$ cat src/rtl/ps2kb_scancode_translator.sv
// PS/2 Set-2 to XT Set-1 scancode translator with prefix FSM and output queue.
// Latency: one negedge register stage; backpressure by scancode_ack pop, overflow drops whole codes.
module ps2kb_scancode_translator #(
    parameter int FIFO_DEPTH = 8
) (
    input  logic       clock,
    input  logic       reset,
    input  logic [7:0] ps2_byte,
    input  logic       ps2_byte_valid,
    input  logic       ps2_error,
    input  logic       clear,
    output logic [7:0] scancode,
    output logic       scancode_valid,
    input  logic       scancode_ack,
    output logic       fifo_full,
    output logic       overflow
);
    localparam int PW = $clog2(FIFO_DEPTH);
    localparam int CW = PW + 1;
    localparam logic [CW-1:0] DEPTH_C = CW'(FIFO_DEPTH);

    typedef enum logic [1:0] {S_IDLE, S_BREAK, S_EXT, S_EXT_BREAK} state_t;

    state_t         state_q, state_d;
    logic [7:0]     mem_q [FIFO_DEPTH];
    logic [PW-1:0]  rd_ptr_q, wr_ptr_q;
    logic [CW-1:0]  count_q;
    logic           overflow_q;

    logic [1:0]     push_n;
    logic [7:0]     push0, push1, xlat, code;
    logic           is_ext, is_brk, pop, push_ok, ovf_evt;
    logic [CW-1:0]  free;

    function automatic logic [7:0] set2_to_set1(input logic [7:0] c);
        case (c)
            8'h01: return 8'h43; 8'h03: return 8'h3F; 8'h04: return 8'h3D; 8'h05: return 8'h3B;
            8'h06: return 8'h3C; 8'h07: return 8'h58; 8'h09: return 8'h44; 8'h0A: return 8'h42;
            8'h0B: return 8'h40; 8'h0C: return 8'h3E; 8'h0D: return 8'h0F; 8'h0E: return 8'h29;
            8'h11: return 8'h38; 8'h12: return 8'h2A; 8'h14: return 8'h1D; 8'h15: return 8'h10;
            8'h16: return 8'h02; 8'h1A: return 8'h2C; 8'h1B: return 8'h1F; 8'h1C: return 8'h1E;
            8'h1D: return 8'h11; 8'h1E: return 8'h03; 8'h1F: return 8'h5B; 8'h21: return 8'h2E;
            8'h22: return 8'h2D; 8'h23: return 8'h20; 8'h24: return 8'h12; 8'h25: return 8'h05;
            8'h26: return 8'h04; 8'h27: return 8'h5C; 8'h29: return 8'h39; 8'h2A: return 8'h2F;
            8'h2B: return 8'h21; 8'h2C: return 8'h14; 8'h2D: return 8'h13; 8'h2E: return 8'h06;
            8'h2F: return 8'h5D; 8'h31: return 8'h31; 8'h32: return 8'h30; 8'h33: return 8'h23;
            8'h34: return 8'h22; 8'h35: return 8'h15; 8'h36: return 8'h07; 8'h3A: return 8'h32;
            8'h3B: return 8'h24; 8'h3C: return 8'h16; 8'h3D: return 8'h08; 8'h3E: return 8'h09;
            8'h41: return 8'h33; 8'h42: return 8'h25; 8'h43: return 8'h17; 8'h44: return 8'h18;
            8'h45: return 8'h0B; 8'h46: return 8'h0A; 8'h49: return 8'h34; 8'h4A: return 8'h35;
            8'h4B: return 8'h26; 8'h4C: return 8'h27; 8'h4D: return 8'h19; 8'h4E: return 8'h0C;
            8'h52: return 8'h28; 8'h54: return 8'h1A; 8'h55: return 8'h0D; 8'h58: return 8'h3A;
            8'h59: return 8'h36; 8'h5A: return 8'h1C; 8'h5B: return 8'h1B; 8'h5D: return 8'h2B;
            8'h61: return 8'h56; 8'h66: return 8'h0E; 8'h69: return 8'h4F; 8'h6B: return 8'h4B;
            8'h6C: return 8'h47; 8'h70: return 8'h52; 8'h71: return 8'h53; 8'h72: return 8'h50;
            8'h73: return 8'h4C; 8'h74: return 8'h4D; 8'h75: return 8'h48; 8'h76: return 8'h01;
            8'h77: return 8'h45; 8'h78: return 8'h57; 8'h79: return 8'h4E; 8'h7A: return 8'h51;
            8'h7B: return 8'h4A; 8'h7C: return 8'h37; 8'h7D: return 8'h49; 8'h7E: return 8'h46;
            8'h83: return 8'h41;
            default: return 8'h00;
        endcase
    endfunction

    always_comb begin
        state_d = state_q;
        push_n  = 2'd0;
        push0   = 8'h00;
        push1   = 8'h00;
        xlat    = set2_to_set1(ps2_byte);
        is_ext  = (state_q == S_EXT) || (state_q == S_EXT_BREAK);
        is_brk  = (state_q == S_BREAK) || (state_q == S_EXT_BREAK);
        code    = xlat | (is_brk ? 8'h80 : 8'h00);
        if (ps2_error) begin
            state_d = S_IDLE;
        end else if (ps2_byte_valid) begin
            if (ps2_byte == 8'hE1) begin
                state_d = state_q;
            end else if (ps2_byte == 8'hF0 && state_q == S_IDLE) begin
                state_d = S_BREAK;
            end else if (ps2_byte == 8'hF0 && state_q == S_EXT) begin
                state_d = S_EXT_BREAK;
            end else if (ps2_byte == 8'hF0) begin
                state_d = state_q;
            end else if (ps2_byte == 8'hE0 && state_q == S_IDLE) begin
                state_d = S_EXT;
            end else begin
                state_d = S_IDLE;
                if (state_q == S_IDLE && ps2_byte == 8'hAA) begin
                    push_n = 2'd1;
                    push0  = 8'hAA;
                end else if (xlat != 8'h00) begin
                    // Extended fake shifts wrap PrtSc/Ins etc. and carry no key meaning
                    if (is_ext) begin
                        if (ps2_byte != 8'h12 && ps2_byte != 8'h59) begin
                            push_n = 2'd2;
                            push0  = 8'hE0;
                            push1  = code;
                        end
                    end else begin
                        push_n = 2'd1;
                        push0  = code;
                    end
                end
            end
        end
    end

    // Space is judged after a concurrent pop so a full queue can stream
    assign pop     = scancode_ack && (count_q != '0);
    assign free    = DEPTH_C - count_q + CW'(pop);
    assign push_ok = (push_n != 2'd0) && (CW'(push_n) <= free);
    assign ovf_evt = (push_n != 2'd0) && !push_ok;

    always_ff @(negedge clock or posedge reset) begin
        if (reset) begin
            state_q    <= S_IDLE;
            rd_ptr_q   <= '0;
            wr_ptr_q   <= '0;
            count_q    <= '0;
            overflow_q <= 1'b0;
        end else if (clear) begin
            state_q    <= S_IDLE;
            rd_ptr_q   <= '0;
            wr_ptr_q   <= '0;
            count_q    <= '0;
            overflow_q <= 1'b0;
        end else begin
            state_q <= state_d;
            if (pop)
                rd_ptr_q <= rd_ptr_q + 1'b1;
            if (push_ok)
                wr_ptr_q <= wr_ptr_q + PW'(push_n);
            count_q <= count_q + (push_ok ? CW'(push_n) : '0) - CW'(pop);
            if (ovf_evt)
                overflow_q <= 1'b1;
        end
    end

    always_ff @(negedge clock) begin
        if (!reset && !clear && push_ok) begin
            mem_q[wr_ptr_q] <= push0;
            if (push_n == 2'd2)
                mem_q[wr_ptr_q + 1'b1] <= push1;
        end
    end

    assign scancode_valid = (count_q != '0);
    assign scancode       = scancode_valid ? mem_q[rd_ptr_q] : 8'h00;
    assign fifo_full      = (count_q == DEPTH_C);
    assign overflow       = overflow_q;
endmodule

$ cat config.mk
export PLATFORM = sky130hd
export DESIGN_NAME = ps2kb_scancode_translator
export DESIGN_NICKNAME = d
export VERILOG_FILES = /design/src/rtl/ps2kb_scancode_translator.sv
export SDC_FILE = /design/constraint.sdc
export NUM_CORES = 1
export LEC_CHECK = 0
export ABC_AREA = 1
export BUFFER_PORTS_ARGS = -buffer_cell sky130_fd_sc_hd__buf_4
export CAP_MARGIN = 10
export CORE_AREA = 2 2 117 119
export DETAILED_ROUTE_END_ITERATION = 10
export DIE_AREA = 0 0 119 121
export HOLD_SLACK_MARGIN = 0.02
export PLACE_DENSITY = 0.6
export SYNTH_ARGS = -nofsm -noshare
export SYNTH_HDL_FRONTEND = slang
export SYNTH_SLANG_ARGS = --single-unit
$ cat constraint.sdc
create_clock -name clock -period 6.4 [get_ports clock]
set_input_delay 0.96 -clock clock [delete_from_list [all_inputs] [get_ports clock]]
set_output_delay 0.96 -clock clock [all_outputs]
set_load 0.005 [all_outputs]
## Yosys cells after proc, flatten, opt, wreduce, memory -nomap -nowiden

Memories as Yosys holds them, arrays and structs flattened.
Index checks and enable logic that the tools add are counted.

| word-level totals | value |
|---|---|
| memories kept | 2 |
| output and inout bits | 11 |
| register bits | 13 |
| word-level logic and storage cells | 109 |
| bits in writable memories | 64 |
| input bits | 14 |
| memory bits (read-only) | 1792 |

Memory list:

| memory | depth | width | rd ports | clocked after Yosys merged registers in | wr ports | RTL line | RTL |
|---|---|---|---|---|---|---|---|
| (name not given) | 256 | 7 | 1 | 0 | 0 | 36 | `case (c)` |
| mem_q | 8 | 8 | 1 | 0 | 2 | 25 | `logic [7:0] mem_q [FIFO_DEPTH];` |

| cells by class | value |
|---|---|
| equality and inequality tests | 13 |
| add/sub/neg operators | 7 |
| $lt $le $gt $ge | 1 |
| mux-type cells | 56 |
| reduce and logical (&&, ||, !) cells | 24 |
| bitwise logic cells | 1 |

Operator list:

| cell | number |
|---|---|
| $mux 8 | 24 |
| $mux 2 | 20 |
| $eq 8x8->1 const B | 4 |
| $mux 3 | 4 |
| $logic_and 1x1->1 | 10 |
| $ne 8x5->1 const B | 1 |
| $ne 8x7->1 const B | 1 |
| $or 8x8->8 | 1 |
| $reduce_bool 2->1 | 4 |
| $reduce_bool 8->1 | 1 |
| $mux 1 | 7 |
| $add 3x1->3 const B | 2 |
| $eq 2x2->1 const B | 3 |
| $ne 5x3->1 const B | 1 |
| $add 4x1->4 | 1 |
| $add 4x2->4 | 1 |
| $eq 4x4->1 const B | 1 |
| $le 2x4->1 | 1 |
| $mux 4 | 1 |
| $reduce_bool 4->1 | 1 |
| $sub 4x1->4 | 1 |
| $sub 4x4->4 const A | 1 |
| $add 3x2->3 | 1 |
| $logic_not 1->1 | 3 |
| other kinds (6) | 7 |

## Longest topological paths before layout

| logic depth | value |
|---|---|
| word-level depth | 19 |
| depth in mapped cells | 30 |
| gate-level depth less buffers | 29 |

==> results by group <==
Logic synthesis
  – Mux share of post-synthesis cell area: 0%
  – Share of the synthesized area in compound gates (AO/OA/AOI/OAI): 14.37%
  – Cell variety after synth: 40
  – Part of the Yosys area used for sequential elements: 38.46%
  – Largest cells by area after synthesis: edfxtp_1 (33%), nand2_1 (12%), o21ai_0 (9.1%)
  – Number of nets produced by synthesis: 842
  – Post-synthesis adder-cell area fraction: 5.054%
  – Simple-gate share of the synthesized area: 33.49%
  – Number of cells produced by synthesis: 805
  – Mean post-synth cell area: 7.259 sq um
  – YS warnings: 0
  – Netlist Area Pre-Place: 0.005843 sq mm
  – Main flop type after synthesis: edfxtp_1
  – Area leader, netlist: edfxtp_1
  – Ys async rst share: 16.88%
  – Number of enable flip-flop cells after synthesis: 64
  – Synthesis-stage register bit count: 77
  – Largest family of logic cells by synthesized area: simple AND/OR/NAND/NOR gates
  – Area share of xor/xnor cells in the synthesized design: 0.2998%
  – Synth top area share: 32.89%

Drt
  – Number of vias after detailed routing: 6920
  – Initial drt markers: 645
  – Router iterations before antenna repair: 6
  – Average vias per placed instance: 5.585
  – Final wirelength: 22670 um
  – Wire length per cell after detailed routing: 18.29 um
  – Antenna Violating Nets Remaining: 0
  – DRC violation count after routing: 0

Floorplanning
  – Ports placed on the boundary: 25
  – Height of the die: 121 um
  – Die Outline Area: 0.01440 sq mm
  – Placeable core region: 0.01309 sq mm
  – Placement Rows: 42
  – Initial Util: 44.65%
  – DIE WIDTH: 119 um

GRT
  – Total GRT Usage: 31.92%
  – Aggregate global routing overflow: 0
  – Largest net degree at the start of global routing: 35
  – First-pass GRT wire length: 35630 um
  – Via count of the first global-routing pass: 6994
  – Initial antenna violation count: 0

Outcome
  – Violations in the final reports: setup timing
  – Outcome: finished, violations left

Worst setup path
  – Startpoint class of the critical path: input pin
  – Largest stage delay on the critical path: 270 ps
  – Combined buffer and inverter count along the critical path: 8
  – Data arrival, critical path: 4340 ps
  – Peak fanout along the critical path: 8
  – Kind of cell adding the most delay to the critical path: simple AND/OR/NAND/NOR gates
  – Sort of element at the end of the critical path: flop
  – Critical setup path kind: in2reg
  – Most used cell, CP: nand2_1
  – Data required time at the worst endpoint: 3390 ps
  – Highest-delay cell along the critical path: ha_4

Timing
  – Worst Slack Setup Final: -950.8 ps
  – RSZ-0062 raised after global routing: yes
  – Worst Max-Slew Pin Slew: 1088 ps
  – Final number of hold-violating endpoints: 0
  – Worst Clk Skew: 102.5 ps
  – Number of slew-limit violations in the final report: 0
  – Min Hold Slack: 467.7 ps
  – Relative slew slack: 27.22%
  – Setup-violating endpoint count in the final report: 136

Power
  – Lkg Pwr: 0.004241 uW
  – Maximum resistive drop on vdd: 218.1 uV
  – Overall power of the completed layout: 2166 uW
  – P per Cell Area: 237.8 mW/mm^2

Clock network
  – Clock transition at the registers of the reported paths: 50 ps
  – Clock tree from TritonCTS: built
  – Number of buffers inserted for hold repair after clock tree synthesis: 0
  – Library cell used as clock root buffer: clkbuf_16
  – Clock H-tree levels: 3
  – Maximum buffer depth of the clock tree: 2
  – CTS buffer count: 9
  – TritonCTS Sinks: 77
  – Clk Latency, worst-skew pair: 450 ps

Place
  – Gpl congestion: 0.9301
  – DP Area: 0.007536 sq mm
  – IO buf count: 24
  – Detailed placer's ending HPWL: 15710 um

Layout
  – Most frequent standard cell in the layout excluding fill and tap cells: buf_4
  – Cell area after layout: 0.009106 sq mm
  – Area growth from synthesis to layout: 55.85%
  – Proportion of layout cells with a drive suffix above 1: 37.16%
  – Number of nets in the layout: 1095
  – Number of antenna diodes: 0
  – Number of fillers in the final layout: 1023
  – Top library cells by usage in the layout, fill and taps aside: buf_4 (173), nand2_1 (166), inv_1 (118), nor2_1 (109), edfxtp_1 (64)

Run
  – # Max-Cap Violations: 0

Worst hold path
  – Type of the tightest min-delay check: reg2reg
[power by group]
part	switching (uW)	internal [uW]	leakage, uW
sequential	17.3	565	0.000767
clock	347	369	0.000499
combinational	508	360	0.00297
[state kept, by name (all words and copies together), names as in the netlist]
name,count
mem_q,64
state_q,2
count_q,4
rd_ptr_q,3
overflow,1
wr_ptr_q,3
[cell type report]
| class | instances | area [sq um] | share of cell area (%) |
|---|---|---|---|
| multi-input cells | 623 | 3889 | 42.70 |
| flip-flops and latches | 77 | 2247 | 24.68 |
| repair buffers | 209 | 1873 | 20.57 |
| clock inverters | 71 | 340.3 | 3.737 |
| inverters | 74 | 311.5 | 3.421 |
| clock buffers | 9 | 225.2 | 2.473 |
| well taps | 176 | 220.2 | 2.418 |
[routing by layer]
layer,up-vias,share of wire [%],track usage (%)
met5,-,0,0
met4,0,4.5,16.07
met3,85,6.1,5.310
met2,354,51,56.50
met1,3245,39,37.38
li1,3236,-,-
[per-stage QoR]
stage / setup WS, ps / instances / utilization (%) / TNS [ps]
after detailed placement: -1518 / 1125 / 57.59 / -167970
after global routing: -1128 / 1239 / 69.59 / -125010
after global placement: -1431 / 1125 / 57.59 / -159540
final: -950.8 / 1239 / 69.59 / -103120
after CTS: -910.4 / 1237 / 68.22 / -108140
after floorplan: -1126 / 805 / - / -81440
[Yosys cell counts (2+ instances only)]
library cell,instances
a211oi_1,3
a21oi_1,24
a31oi_1,10
buf_2,5
buf_4,4
buf_6,8
clkbuf_1,10
clkbuf_2,2
clkinv_1,2
dfrtn_1,13
edfxtp_1,64
ha_1,22
inv_1,67
inv_2,4
inv_4,2
nand2_1,193
nand2_2,7
nand3_1,84
nand3_2,8
nand3_4,2
nand4_1,7
nor2_1,120
nor2_2,2
nor2_4,2
nor3_1,7
nor4_1,2
o211ai_1,3
o21ai_0,106
o21ai_1,3
o22ai_1,8
xnor2_1,2
[logic make-up (layout without fill, tap and decap cells)]
family | count (synthesis) | after routing
AO/OA/AOI/OAI | 159 | 159
XOR/XNOR | 2 | 2
adder cells (fa/ha/maj) | 23 | 23
buffers and inverters | 105 | 363
flip-flops | 77 | 77
AND/OR/NAND/NOR | 439 | 439
[what timing repair did]
item,in CTS,in global routing
setup endpoints to repair,136,136
pin swaps,26,11
setup buffers,32,4
gates resized for setup,133,53
cloned,1,0
endpoints found under the hold margin,0,0
[final timing paths]
kind                                            from  depth (start not counted)  slack, ps                 endpoint
worst min register to register  overflow$_DFFE_NP0P_                          2        470     overflow$_DFFE_NP0P_
worst min-delay path            overflow$_DFFE_NP0P_                          2        470     overflow$_DFFE_NP0P_
worst max register to register  count_q[2]$_DFF_NP0_                         19       2780     count_q[3]$_DFF_NP0_
min in group asynchronous                      reset                          2       3770  wr_ptr_q[2]$_DFFE_NP0P_
worst max-delay path                     ps2_byte[1]                         31       -950     count_q[3]$_DFF_NP0_
max in group asynchronous                      reset                          2       2250   state_q[1]$_DFFE_NP0P_
[worst min-delay path: stages (launching register included)]
cell     delay, ps
dfrtn_1        410
nor2_1          50
nor2_1          80
Power figures use the tool's default switching activity.
